===== src/rtl/exu_oitf_pkg.sv =====
// Shared types and constants for the outstanding instruction track FIFO.
// Holds the default depth, the register index width and the x0 index.
package exu_oitf_pkg;

  localparam int OITF_DEPTH_DEF = 4;
  localparam int REG_IDX_W      = 5;

  typedef logic [REG_IDX_W-1:0] reg_idx_t;

  localparam reg_idx_t X0_IDX = '0;

  typedef struct packed {
    logic     valid;
    logic     rdwen;
    reg_idx_t rd_idx;
  } oitf_entry_t;

endpackage


===== src/rtl/exu_oitf_if.sv =====
// Dispatch / retire bundle between issue logic (master) and the OITF (slave).
interface exu_oitf_if #(
  parameter int PTR_W = 2
);
  import exu_oitf_pkg::*;

  logic             disp_valid_i;
  logic             disp_ready_o;
  logic             disp_longp_i;
  logic             disp_rs1en_i;
  logic             disp_rs2en_i;
  logic             disp_rdwen_i;
  reg_idx_t         disp_rs1_idx_i;
  reg_idx_t         disp_rs2_idx_i;
  reg_idx_t         disp_rd_idx_i;
  logic [PTR_W-1:0] alc_ptr_o;

  logic             ret_valid_i;
  logic             ret_ready_o;
  logic [PTR_W-1:0] ret_ptr_o;
  logic             ret_rdwen_o;
  reg_idx_t         ret_rd_idx_o;

  logic             empty_o;
  logic             full_o;

  modport master (
    output disp_valid_i, disp_longp_i, disp_rs1en_i, disp_rs2en_i, disp_rdwen_i,
           disp_rs1_idx_i, disp_rs2_idx_i, disp_rd_idx_i, ret_valid_i,
    input  disp_ready_o, alc_ptr_o, ret_ready_o, ret_ptr_o, ret_rdwen_o,
           ret_rd_idx_o, empty_o, full_o
  );

  modport slave (
    input  disp_valid_i, disp_longp_i, disp_rs1en_i, disp_rs2en_i, disp_rdwen_i,
           disp_rs1_idx_i, disp_rs2_idx_i, disp_rd_idx_i, ret_valid_i,
    output disp_ready_o, alc_ptr_o, ret_ready_o, ret_ptr_o, ret_rdwen_o,
           ret_rd_idx_o, empty_o, full_o
  );

endinterface


===== src/rtl/exu_oitf_match.sv =====
// Compares one OITF entry against the dispatching instruction's operands.
// x0 never creates a dependency, so it is excluded from every match.
module exu_oitf_match
  import exu_oitf_pkg::*;
(
  input  oitf_entry_t entry_i,
  input  logic        rs1en_i,
  input  reg_idx_t    rs1_idx_i,
  input  logic        rs2en_i,
  input  reg_idx_t    rs2_idx_i,
  input  logic        rdwen_i,
  input  reg_idx_t    rd_idx_i,
  output logic        rs1_hit_o,
  output logic        rs2_hit_o,
  output logic        rd_hit_o
);

  logic live;

  assign live      = entry_i.valid & entry_i.rdwen;
  assign rs1_hit_o = live & rs1en_i & (rs1_idx_i != X0_IDX) & (rs1_idx_i == entry_i.rd_idx);
  assign rs2_hit_o = live & rs2en_i & (rs2_idx_i != X0_IDX) & (rs2_idx_i == entry_i.rd_idx);
  assign rd_hit_o  = live & rdwen_i & (rd_idx_i  != X0_IDX) & (rd_idx_i  == entry_i.rd_idx);

endmodule


===== src/rtl/exu_oitf.sv =====
// Outstanding instruction track FIFO: allocates an entry per long-pipe
// dispatch, retires in order, and stalls dispatch on RAW/WAW against live entries.
module exu_oitf
  import exu_oitf_pkg::*;
#(
  parameter int OITF_DEPTH = OITF_DEPTH_DEF,
  parameter int PTR_W      = $clog2(OITF_DEPTH)
) (
  input logic       clk_i,
  input logic       rst_n_i,
  exu_oitf_if.slave oitf
);

  oitf_entry_t     entry_q [OITF_DEPTH];
  oitf_entry_t     entry_d [OITF_DEPTH];
  logic [PTR_W:0]  alc_ptr_q, alc_ptr_d;
  logic [PTR_W:0]  ret_ptr_q, ret_ptr_d;

  logic [PTR_W-1:0]      alc_idx, ret_idx;
  logic [OITF_DEPTH-1:0] rs1_hit, rs2_hit, rd_hit;
  logic                  empty, full, raw, waw, alloc, retire;

  assign alc_idx = alc_ptr_q[PTR_W-1:0];
  assign ret_idx = ret_ptr_q[PTR_W-1:0];
  assign empty   = (alc_ptr_q == ret_ptr_q);
  assign full    = (alc_idx == ret_idx) & (alc_ptr_q[PTR_W] != ret_ptr_q[PTR_W]);

  for (genvar gi = 0; gi < OITF_DEPTH; gi++) begin : g_match
    exu_oitf_match u_match (
      .entry_i   (entry_q[gi]),
      .rs1en_i   (oitf.disp_rs1en_i),
      .rs1_idx_i (oitf.disp_rs1_idx_i),
      .rs2en_i   (oitf.disp_rs2en_i),
      .rs2_idx_i (oitf.disp_rs2_idx_i),
      .rdwen_i   (oitf.disp_rdwen_i),
      .rd_idx_i  (oitf.disp_rd_idx_i),
      .rs1_hit_o (rs1_hit[gi]),
      .rs2_hit_o (rs2_hit[gi]),
      .rd_hit_o  (rd_hit[gi])
    );
  end

  // Hazards see pre-edge state only; a retire in the same cycle does not unblock.
  assign raw = (|rs1_hit) | (|rs2_hit);
  assign waw = |rd_hit;

  assign oitf.disp_ready_o = ~(raw | waw) & ~(oitf.disp_longp_i & full);
  assign alloc  = oitf.disp_valid_i & oitf.disp_ready_o & oitf.disp_longp_i;
  assign retire = oitf.ret_valid_i & ~empty;

  always_comb begin
    entry_d   = entry_q;
    alc_ptr_d = alc_ptr_q;
    ret_ptr_d = ret_ptr_q;
    if (retire) begin
      entry_d[ret_idx].valid = 1'b0;
      ret_ptr_d = ret_ptr_q + {{PTR_W{1'b0}}, 1'b1};
    end
    if (alloc) begin
      entry_d[alc_idx] = '{valid: 1'b1, rdwen: oitf.disp_rdwen_i, rd_idx: oitf.disp_rd_idx_i};
      alc_ptr_d = alc_ptr_q + {{PTR_W{1'b0}}, 1'b1};
    end
  end

  always_ff @(posedge clk_i or negedge rst_n_i) begin
    if (!rst_n_i) begin
      for (int i = 0; i < OITF_DEPTH; i++) begin
        entry_q[i] <= '0;
      end
      alc_ptr_q <= '0;
      ret_ptr_q <= '0;
    end else begin
      entry_q   <= entry_d;
      alc_ptr_q <= alc_ptr_d;
      ret_ptr_q <= ret_ptr_d;
    end
  end

  // Retire fields are masked while empty so stale entries never appear.
  assign oitf.alc_ptr_o    = alc_idx;
  assign oitf.ret_ptr_o    = ret_idx;
  assign oitf.ret_ready_o  = ~empty;
  assign oitf.ret_rdwen_o  = ~empty & entry_q[ret_idx].rdwen;
  assign oitf.ret_rd_idx_o = empty ? X0_IDX : entry_q[ret_idx].rd_idx;
  assign oitf.empty_o      = empty;
  assign oitf.full_o       = full;

endmodule


===== src/flat_wrapper.sv =====
// flat-port wrapper written by rule: the top's interface ports become plain ports
module exu_oitf_flat import exu_oitf_pkg::*;
#(
  parameter int OITF_DEPTH = OITF_DEPTH_DEF,
  parameter int PTR_W      = $clog2(OITF_DEPTH)
)
  (clk_i, rst_n_i, oitf_disp_valid_i, oitf_disp_longp_i, oitf_disp_rs1en_i, oitf_disp_rs2en_i, oitf_disp_rdwen_i, oitf_disp_rs1_idx_i, oitf_disp_rs2_idx_i, oitf_disp_rd_idx_i, oitf_ret_valid_i, oitf_disp_ready_o, oitf_alc_ptr_o, oitf_ret_ready_o, oitf_ret_ptr_o, oitf_ret_rdwen_o, oitf_ret_rd_idx_o, oitf_empty_o, oitf_full_o);
  exu_oitf_if #(.PTR_W(PTR_W)) oitf_i ();
  input logic clk_i;
  input logic rst_n_i;
  input wire logic [$bits(oitf_i.disp_valid_i)-1:0] oitf_disp_valid_i;
  input wire logic [$bits(oitf_i.disp_longp_i)-1:0] oitf_disp_longp_i;
  input wire logic [$bits(oitf_i.disp_rs1en_i)-1:0] oitf_disp_rs1en_i;
  input wire logic [$bits(oitf_i.disp_rs2en_i)-1:0] oitf_disp_rs2en_i;
  input wire logic [$bits(oitf_i.disp_rdwen_i)-1:0] oitf_disp_rdwen_i;
  input wire logic [$bits(oitf_i.disp_rs1_idx_i)-1:0] oitf_disp_rs1_idx_i;
  input wire logic [$bits(oitf_i.disp_rs2_idx_i)-1:0] oitf_disp_rs2_idx_i;
  input wire logic [$bits(oitf_i.disp_rd_idx_i)-1:0] oitf_disp_rd_idx_i;
  input wire logic [$bits(oitf_i.ret_valid_i)-1:0] oitf_ret_valid_i;
  output wire logic [$bits(oitf_i.disp_ready_o)-1:0] oitf_disp_ready_o;
  output wire logic [$bits(oitf_i.alc_ptr_o)-1:0] oitf_alc_ptr_o;
  output wire logic [$bits(oitf_i.ret_ready_o)-1:0] oitf_ret_ready_o;
  output wire logic [$bits(oitf_i.ret_ptr_o)-1:0] oitf_ret_ptr_o;
  output wire logic [$bits(oitf_i.ret_rdwen_o)-1:0] oitf_ret_rdwen_o;
  output wire logic [$bits(oitf_i.ret_rd_idx_o)-1:0] oitf_ret_rd_idx_o;
  output wire logic [$bits(oitf_i.empty_o)-1:0] oitf_empty_o;
  output wire logic [$bits(oitf_i.full_o)-1:0] oitf_full_o;
  assign oitf_i.disp_valid_i = oitf_disp_valid_i;
  assign oitf_i.disp_longp_i = oitf_disp_longp_i;
  assign oitf_i.disp_rs1en_i = oitf_disp_rs1en_i;
  assign oitf_i.disp_rs2en_i = oitf_disp_rs2en_i;
  assign oitf_i.disp_rdwen_i = oitf_disp_rdwen_i;
  assign oitf_i.disp_rs1_idx_i = oitf_disp_rs1_idx_i;
  assign oitf_i.disp_rs2_idx_i = oitf_disp_rs2_idx_i;
  assign oitf_i.disp_rd_idx_i = oitf_disp_rd_idx_i;
  assign oitf_i.ret_valid_i = oitf_ret_valid_i;
  assign oitf_disp_ready_o = oitf_i.disp_ready_o;
  assign oitf_alc_ptr_o = oitf_i.alc_ptr_o;
  assign oitf_ret_ready_o = oitf_i.ret_ready_o;
  assign oitf_ret_ptr_o = oitf_i.ret_ptr_o;
  assign oitf_ret_rdwen_o = oitf_i.ret_rdwen_o;
  assign oitf_ret_rd_idx_o = oitf_i.ret_rd_idx_o;
  assign oitf_empty_o = oitf_i.empty_o;
  assign oitf_full_o = oitf_i.full_o;
  exu_oitf #(.OITF_DEPTH(OITF_DEPTH), .PTR_W(PTR_W)) u_core (.clk_i(clk_i), .rst_n_i(rst_n_i), .oitf(oitf_i));
endmodule

===== config.mk =====
export PLATFORM = sky130hd
export DESIGN_NAME = exu_oitf_flat
export DESIGN_NICKNAME = d
export VERILOG_FILES = /design/src/rtl/exu_oitf_pkg.sv /design/src/rtl/exu_oitf_if.sv /design/src/rtl/exu_oitf_match.sv /design/src/rtl/exu_oitf.sv /design/src/flat_wrapper.sv
export SDC_FILE = /design/constraint.sdc
export NUM_CORES = 1
export LEC_CHECK = 0
export CORE_ASPECT_RATIO = 0.8
export CORE_MARGIN = 2
export CORE_UTILIZATION = 40
export DETAILED_ROUTE_END_ITERATION = 6
export GPL_TIMING_DRIVEN = 0
export HOLD_SLACK_MARGIN = 0.08
export SYNTH_ARGS = -nofsm -noshare
export SYNTH_HDL_FRONTEND = slang
export SYNTH_SLANG_ARGS = --single-unit
export TNS_END_PERCENT = 10

===== constraint.sdc =====
create_clock -name clk_i -period 3.14 [get_ports clk_i]
set_input_delay 0.785 -clock clk_i [delete_from_list [all_inputs] [get_ports clk_i]]
set_output_delay 0.785 -clock clk_i [all_outputs]
set_load 0.02 [all_outputs]

==> impl_results.md, run 1 <==
- Final period util: a little over nine tenths
- Pre-CTS WS: -0.681 ns
- Crit path required time: roughly 2.4 ns
- Initial antenna violation count: 0
- Final setup margin: ~0.039 ns
- Clock sinks: 34
- Most frequent cells after synthesis: xor2_1, dfrtp_1, mux2_2, xnor2_1, buf_2
- Drt first-iter violations: ~130
- Die span in y: around 75 µm
- Placed inst area: around 2900 µm²
- Core area: 6040 µm²
- Diodes inserted: 0
- HPWL after DPL: 4.62 mm
- Max_cap viols: 0
- Routed WL: between 6 and 7 mm
- Count leader, synth: xor2_1
- Worst Hold Slack: around 0.50 ns
- Worst path bufs/invs: 3
- Largest net degree at the start of global routing: 35
- Max clock buf depth: 2
- Critical path type: primary input to output pin
- DR vias: approximately 1800
- CP max stage delay: between 0.3 and 0.4 ns
- Final Instance Area: around 3100 µm²
- DR DRC count: 0
- Synth area leaders: dfrtp_1, xor2_1, mux2_2, xnor2_1, mux4_2
- Non-Filler Instances: 349
- Clk slew on worst S/H paths: 0.07 ns
- Hold Path Class: register to register
- Clock latency on the worst-skew pair: 0.28 ns
- Seq/Total Area, Yosys: 33.4%
- Setup crit end kind: output pin
- Total CTS buffers: 5
- Grt total ovfl: 0
- Maximum VDD drop: 0.636 mV
- Register bit total from synthesis: 34
- Core Rows: 25
- Register share of total power: a little under a third
- Asr flop ratio synth: 100%
- Nets: 299
- Stages on the worst setup path: 9
- Filler cells: approximately 560
- H-tree Lvls: 2
- Area grow syn2layout: 21.6%
- Final setup violating endpoints: 0
- Max Freq: approximately 320 MHz
- Outcome: complete, no violations
- Post-route minimum period: approximately 3.1 ns
- Combinational Power Share: 56.2%
- Die area: 7030 µm²
- Hold-fix buffers, CTS: 0
- Synth unique cells: 25
- I/O pin cnt: 37
- Power Density: 1060 nW/µm²
- Crit path cell chain: buf_6 > xor2_1 > nor4_2 > nand4_1 > nand4_1 > a222oi_1 > buf_4 > a21boi_1 > buf_4
- Relative slew margins: between 40% and 50%
- GR Util All Layers: between 10% and 20%
- Placed Cells: between 300 and 400
- Predominant post-synthesis flop cell: dfrtp_1
- Syn_nets: around 270
- Post-Route Setup TNS: 0 ns
- Fin. Hold Viols: 0
- Leak: about 1.3 nW
- Synth Warn #: 0
- Routability cong.: 1.01
- DIE WIDTH: 93.2 µm
- Unrepaired setup endpoints after global routing: true
- Crit path max-delay family: compound AO/OA/AOI/OAI gates
- Initial core utilization: about 42%
- TritonCTS clock tree: yes
- Vias in the first global route: 1796
- Post-synthesis cell count: 240
- Sw Ratio: 42.0%
- Clock power share: roughly an eighth
- P_sw: around 1.4 mW
- Root buffer cell: clkbuf_8
- Max Slew Vio Count: 0
- Critical Path Start Type: primary input
- Worst-Margin Slew: 0.764 ns
- Layout cells sized above 1: approximately 30%
- Routed vias/inst: 5.25
- Hold Path Depth: 1
- R2R depth: 9
- Number of synthesized flops with an enable pin: 0
- Antenna Violating Nets Remaining: 0
- Mapped cell area: 2550 µm²
- Syn_area_per_cell: 10.6 µm²
- Area leader, netlist: dfrtp_1
- First-pass GRT wire length: about 9.6 mm
- Final clock skew: a little under 0.008 ns
- Yosys top cell area share: 33.4%
- I/O Buffers: 21
- Slowest CP cell: a222oi_1
- Cell Int Power: approximately 1.9 mW
- Critical path fanouts, max: 9
- First-pass DRT Iterations: 4
- Worst Path Arrival: ~2.3 ns
- Drt wl/cell: about 18 µm
worst paths after layout:
path                                       start                   to  slack (ns)
max                        oitf_disp_rd_idx_i[0]    oitf_disp_ready_o        0.04
min                          u_core.ret_ptr_q[2]  u_core.ret_ptr_q[2]        0.50
max reg2reg                   u_core.entry_q[24]    u_core.entry_q[4]        0.70
min reg2reg                  u_core.ret_ptr_q[2]  u_core.ret_ptr_q[2]        0.50
max in group asynchronous                rst_n_i    u_core.entry_q[1]        2.08
min in group asynchronous                rst_n_i   u_core.entry_q[21]        0.57
state kept, by name, indices dropped and copies added (netlist names):
name              flops
u_core.entry_q       28
u_core.alc_ptr_q      3
u_core.ret_ptr_q      3
stage by stage:
stage / power [mW] / util, %
global placement: 2.78 / 47.4
CTS: 3.24 / 49.8
floorplan: 2.18 / -
detailed placement: 2.79 / 47.3
global route: 3.50 / 51.3
finish: 3.27 / 51.3
cell type report:
| cell class | count | area, µm² | area share, % |
|---|---|---|---|
| Buffer | 22 | 156 | 5.05 |
| Clock buffer | 6 | 82.6 | 2.66 |
| Clock inverter | 1 | 30.0 | 0.969 |
| Inverter | 8 | 30.0 | 0.969 |
| Multi-Input combinational cell | 175 | 1640 | 52.8 |
| Sequential cell | 34 | 851 | 27.5 |
| Tap cell | 81 | 101 | 3.27 |
| Timing Repair Buffer | 22 | 211 | 6.82 |
kinds of logic (layout without fill, tap and decap cells):
family | Yosys count | count (layout) | synth area share (%)
multiplexers | 32 | 32 | 16.8
adder cells (fa/ha/maj) | 8 | 8 | 3.93
AND/OR/NAND/NOR | 63 | 63 | 15.5
flip-flops | 34 | 34 | 33.4
buffers and inverters | 31 | 59 | 6.14
AO/OA/AOI/OAI | 5 | 5 | 1.28
XOR/XNOR | 67 | 67 | 23.0
per-layer routing:
metal	track usage, %	part of all wire, %	vias up
li1	-	-	860
met1	26.4	47	913
met2	29.3	47	54
met3	3.76	5.0	5
met4	4.08	0.58	0
met5	0	0	-
placed cells by master, fill, tap and decap left out, types with 9 or more instances in the layout:
| cell | Yosys | layout |
|---|---|---|
| buf_2 | 17 | 12 |
| clkdlybuf4s50_1 | 0 | 17 |
| dfrtp_1 | 34 | 34 |
| mux2_2 | 23 | 23 |
| nand2_1 | 12 | 12 |
| nand4_1 | 15 | 15 |
| nor4_1 | 12 | 9 |
| xnor2_1 | 19 | 19 |
| xor2_1 | 48 | 38 |
| xor2_2 | 0 | 10 |
power by group through the flow:
stage / combinational [mW] / clock (mW) / sequential [mW]
after floorplan: 1.27 / 0 / 0.902
after global placement: 1.78 / 0 / 0.999
after detailed placement: 1.79 / 0 / 1.01
after CTS: 1.81 / 0.421 / 1.00
after global routing: 2.00 / 0.441 / 1.06
final: 1.84 / 0.409 / 1.02
repair_timing:
action	CTS	global route
endpoints found under the setup margin	9	8
pin swaps	1	1
gates resized for setup	15	17
cloned	0	0
setup buffers	1	0
Power figures use the tool's default switching activity.
==> run 2, diff against run 1 <==
--- a/config.mk
+++ b/config.mk
@@ -8,6 +8,7 @@
 export CORE_ASPECT_RATIO = 0.8
 export CORE_MARGIN = 2
 export CORE_UTILIZATION = 40
+export CTS_BUF_LIST = sky130_fd_sc_hd__clkbuf_8
 export DETAILED_ROUTE_END_ITERATION = 6
 export GPL_TIMING_DRIVEN = 0
 export HOLD_SLACK_MARGIN = 0.08
==> results of run 2 <==
Final layout, timing and power as in run 1 (identical DEF).
==> run 3, diff against run 2 <==
--- a/config.mk
+++ b/config.mk
@@ -12,6 +12,7 @@
 export DETAILED_ROUTE_END_ITERATION = 6
 export GPL_TIMING_DRIVEN = 0
 export HOLD_SLACK_MARGIN = 0.08
+export SETUP_SLACK_MARGIN = 0.3
 export SYNTH_ARGS = -nofsm -noshare
 export SYNTH_HDL_FRONTEND = slang
 export SYNTH_SLANG_ARGS = --single-unit
==> run 3 against run 2 <==
Clock skew is 0.0024 ns lower. Utilization is 6.2 points higher. Combinational power is 8% higher. Power is 5.1% higher. Largest power group unchanged.
==> impl_results.md, run 3 (synthesis gave the netlist of run 1 again) <==
- Outcome: complete, no violations
- H-tree Lvls: 2 (unchanged)
- Area grow syn2layout: 36.3%
- Total CTS buffers: 5 (unchanged)
- Routed WL: 6.45 mm (+4.7%)
- Critical path fanouts, max: 5 (-4)
- Max clock buf depth: 2 (unchanged)
- Max FFs per register: 28 (unchanged)
- Power consumption: 3.44 mW (+5.1%)
- Unrepaired setup endpoints after global routing: true
- Initial core utilization: 42.2% (unchanged)
- I/O pin cnt: 37 (unchanged)
- Critical Path Start Type: primary input
- Leak: 1.39 nW (+6.5%)
- HPWL after DPL: 4.67 mm (+1.3%)
- Max Freq: 321 MHz (-0.41%)
- Maximum VDD drop: 0.412 mV (-35%)
- Most flops, register: u_core.entry_q
- Worst path bufs/invs: 3 (unchanged)
- Final setup violating endpoints: 0 (unchanged)
- Power Density: 990 nW/µm² (-6.2%)
- Largest net degree at the start of global routing: 35 (unchanged)
- Routed vias/inst: 5.33 (+1.5%)
- I/O Buffers: 21 (unchanged)
- Routability cong.: 0.955 (-5.1%)
- Final period util: 99.2% (+0.40 points)
- TritonCTS clock tree: yes
- Max Slew Vio Count: 0 (unchanged)
- Core Rows: 25 (unchanged)
- Non-Filler Instances: 352 (+0.86%)
- Grt total ovfl: 0 (unchanged)
- Filler cells: 486 (-13%)
- Max_cap viols: 0 (unchanged)
- Worst Path Arrival: 2.33 ns (about the same)
- First-pass GRT wire length: 9.93 mm (+3.7%)
- DIE WIDTH: 93.2 µm (unchanged)
- Reg area: 857 µm² (+0.74%)
- Post-Route Setup TNS: 0 ns (unchanged)
- DR DRC count: 0 (unchanged)
- Antenna Violating Nets Remaining: 0 (unchanged)
- Multi-input logic area: 1910 µm² (+17%)
- Final setup margin: 0.0261 ns (-0.0126 ns)
- Initial antenna violation count: 0 (unchanged)
- Layout cells sized above 1: 42.4% (+13 points)
- First-pass DRT Iterations: 4 (unchanged)
- Biggest regs: u_core.entry_q x28, u_core.alc_ptr_q x3, u_core.ret_ptr_q x3
- Placed inst area: 2910 µm² (+1.9%)
- DR vias: 1876 (+2.4%)
- Root buffer cell: clkbuf_8
- Die span in y: 75.4 µm (unchanged)
- Critical path type: primary input to output pin
- Post-route minimum period: 3.11 ns (+0.0126 ns)
- Clk slew on worst S/H paths: 0.06 ns (about the same)
- Diodes inserted: 0 (unchanged)
- Die area: 7030 µm² (unchanged)
- Pre-CTS WS: -0.772 ns (-0.0907 ns)
- Core area: 6040 µm² (unchanged)
- Final clock skew: 0.00557 ns (-0.00236 ns)
- CP max stage delay: 0.46 ns (+0.07 ns)
- Crit path cell chain: buf_12 > xor2_2 > nor4_2 > nand4_1 > nand4_1 > a222oi_1 > buf_4 > a21boi_4 > buf_6
- Clock sinks: 34 (unchanged)
- Most frequent cells in the layout: dfrtp_1, xor2_2, mux2_2
- Commonest non-fill, non-tap cell in the layout: dfrtp_1
- Drt wl/cell: 18.3 µm (+3.8%)
- Critical Path Most Common Cell: nand4_1
- GR Util All Layers: 19.3% (+0.85 points)
- Relative slew margins: 49.1% (about the same)
- Nets: 301 (+0.67%)
- Clock latency on the worst-skew pair: 0.30 ns (+0.02 ns)
- Final Instance Area: 3470 µm² (+12%)
- Crit path required time: 2.35 ns (about the same)
- Worst Hold Slack: 0.489 ns (-0.00819 ns)
- Placed Cells: 342 (unchanged)
- Crit path max-delay family: compound AO/OA/AOI/OAI gates
- Worst-Margin Slew: 0.764 ns (-0.000628 ns)
- Drt first-iter violations: 119 (-11%)
- Vias in the first global route: 1868 (+4.0%)
- Setup crit end kind: output pin
- Finished Core Util: 57.5% (+6.2 points)
- Fin. Hold Viols: 0 (unchanged)
- Slowest CP cell: a222oi_1
- Hold Path Class: register to register
run 3: cell count changes in the layout (fill, tap and decap cells not counted), moves of 6 or more:
| cell | previous run | this run |
|---|---|---|
| xor2_1 | 38 | 17 |
| buf_2 | 12 | 1 |
| xor2_2 | 10 | 26 |
| nor4_1 | 9 | 3 |
run 3: timing repair:
action                     in CTS  in global routing
cloned                          0                  1
gates resized for setup        33                 55
pin swaps                       6                  8
hold buffers                    0                  0
setup endpoints to repair      10                 10
setup buffers                   1                  0
run 3: final cells by class:
type | instances | area share (%)
Multi-Input combinational cell | 175 | 54.9
Tap cell | 81 | 2.92
Clock buffer | 6 | 2.38
Inverter | 8 | 0.865
Buffer | 23 | 7.20
Timing Repair Buffer | 23 | 6.81
Sequential cell | 34 | 24.7
Clock inverter | 2 | 0.252
run 3: final timing paths:
path,from,endpoint,slack [ns],depth (start not counted)
worst min register to register,u_core.entry_q[6],u_core.entry_q[6],0.49,2
worst max register to register,u_core.entry_q[14],u_core.entry_q[14],0.67,9
worst max-delay path,oitf_disp_rd_idx_i[0],oitf_disp_ready_o,0.03,9
min in group asynchronous,rst_n_i,u_core.entry_q[25],0.55,1
max in group asynchronous,rst_n_i,u_core.entry_q[7],2.04,1
worst min-delay path,u_core.entry_q[6],u_core.entry_q[6],0.49,2
run 3: report_power, final:
part	internal, mW	total [mW]	switching (mW)	leakage, nW
Combinational	1.09	1.98	0.891	0.936
Clock	0.173	0.336	0.163	0.0524
Sequential	0.665	1.12	0.458	0.404
run 3: worst reg2reg max path, cell delays in order (launching register included):
cell and delay [ns]:
dfrtp_1 0.48, xor2_2 0.24, nor4_2 0.08, nand4_1 0.10, nand4_1 0.12, a222oi_1 0.46
buf_4 0.20, buf_4 0.17, nand3_4 0.16, mux2_1 0.35
run 3: metal layers:
metal / routed length [µm] / vias to the layer above / share of wire (%) / GRT usage [%]
met2: 3090 / 54 / 48 / 30.5
met3: 290 / 6 / 4.5 / 5.93
li1: - / 862 / - / -
met5: 0 / - / 0 / 0
met1: 3050 / 954 / 47 / 26.4
met4: 27 / 0 / 0.42 / 4.58
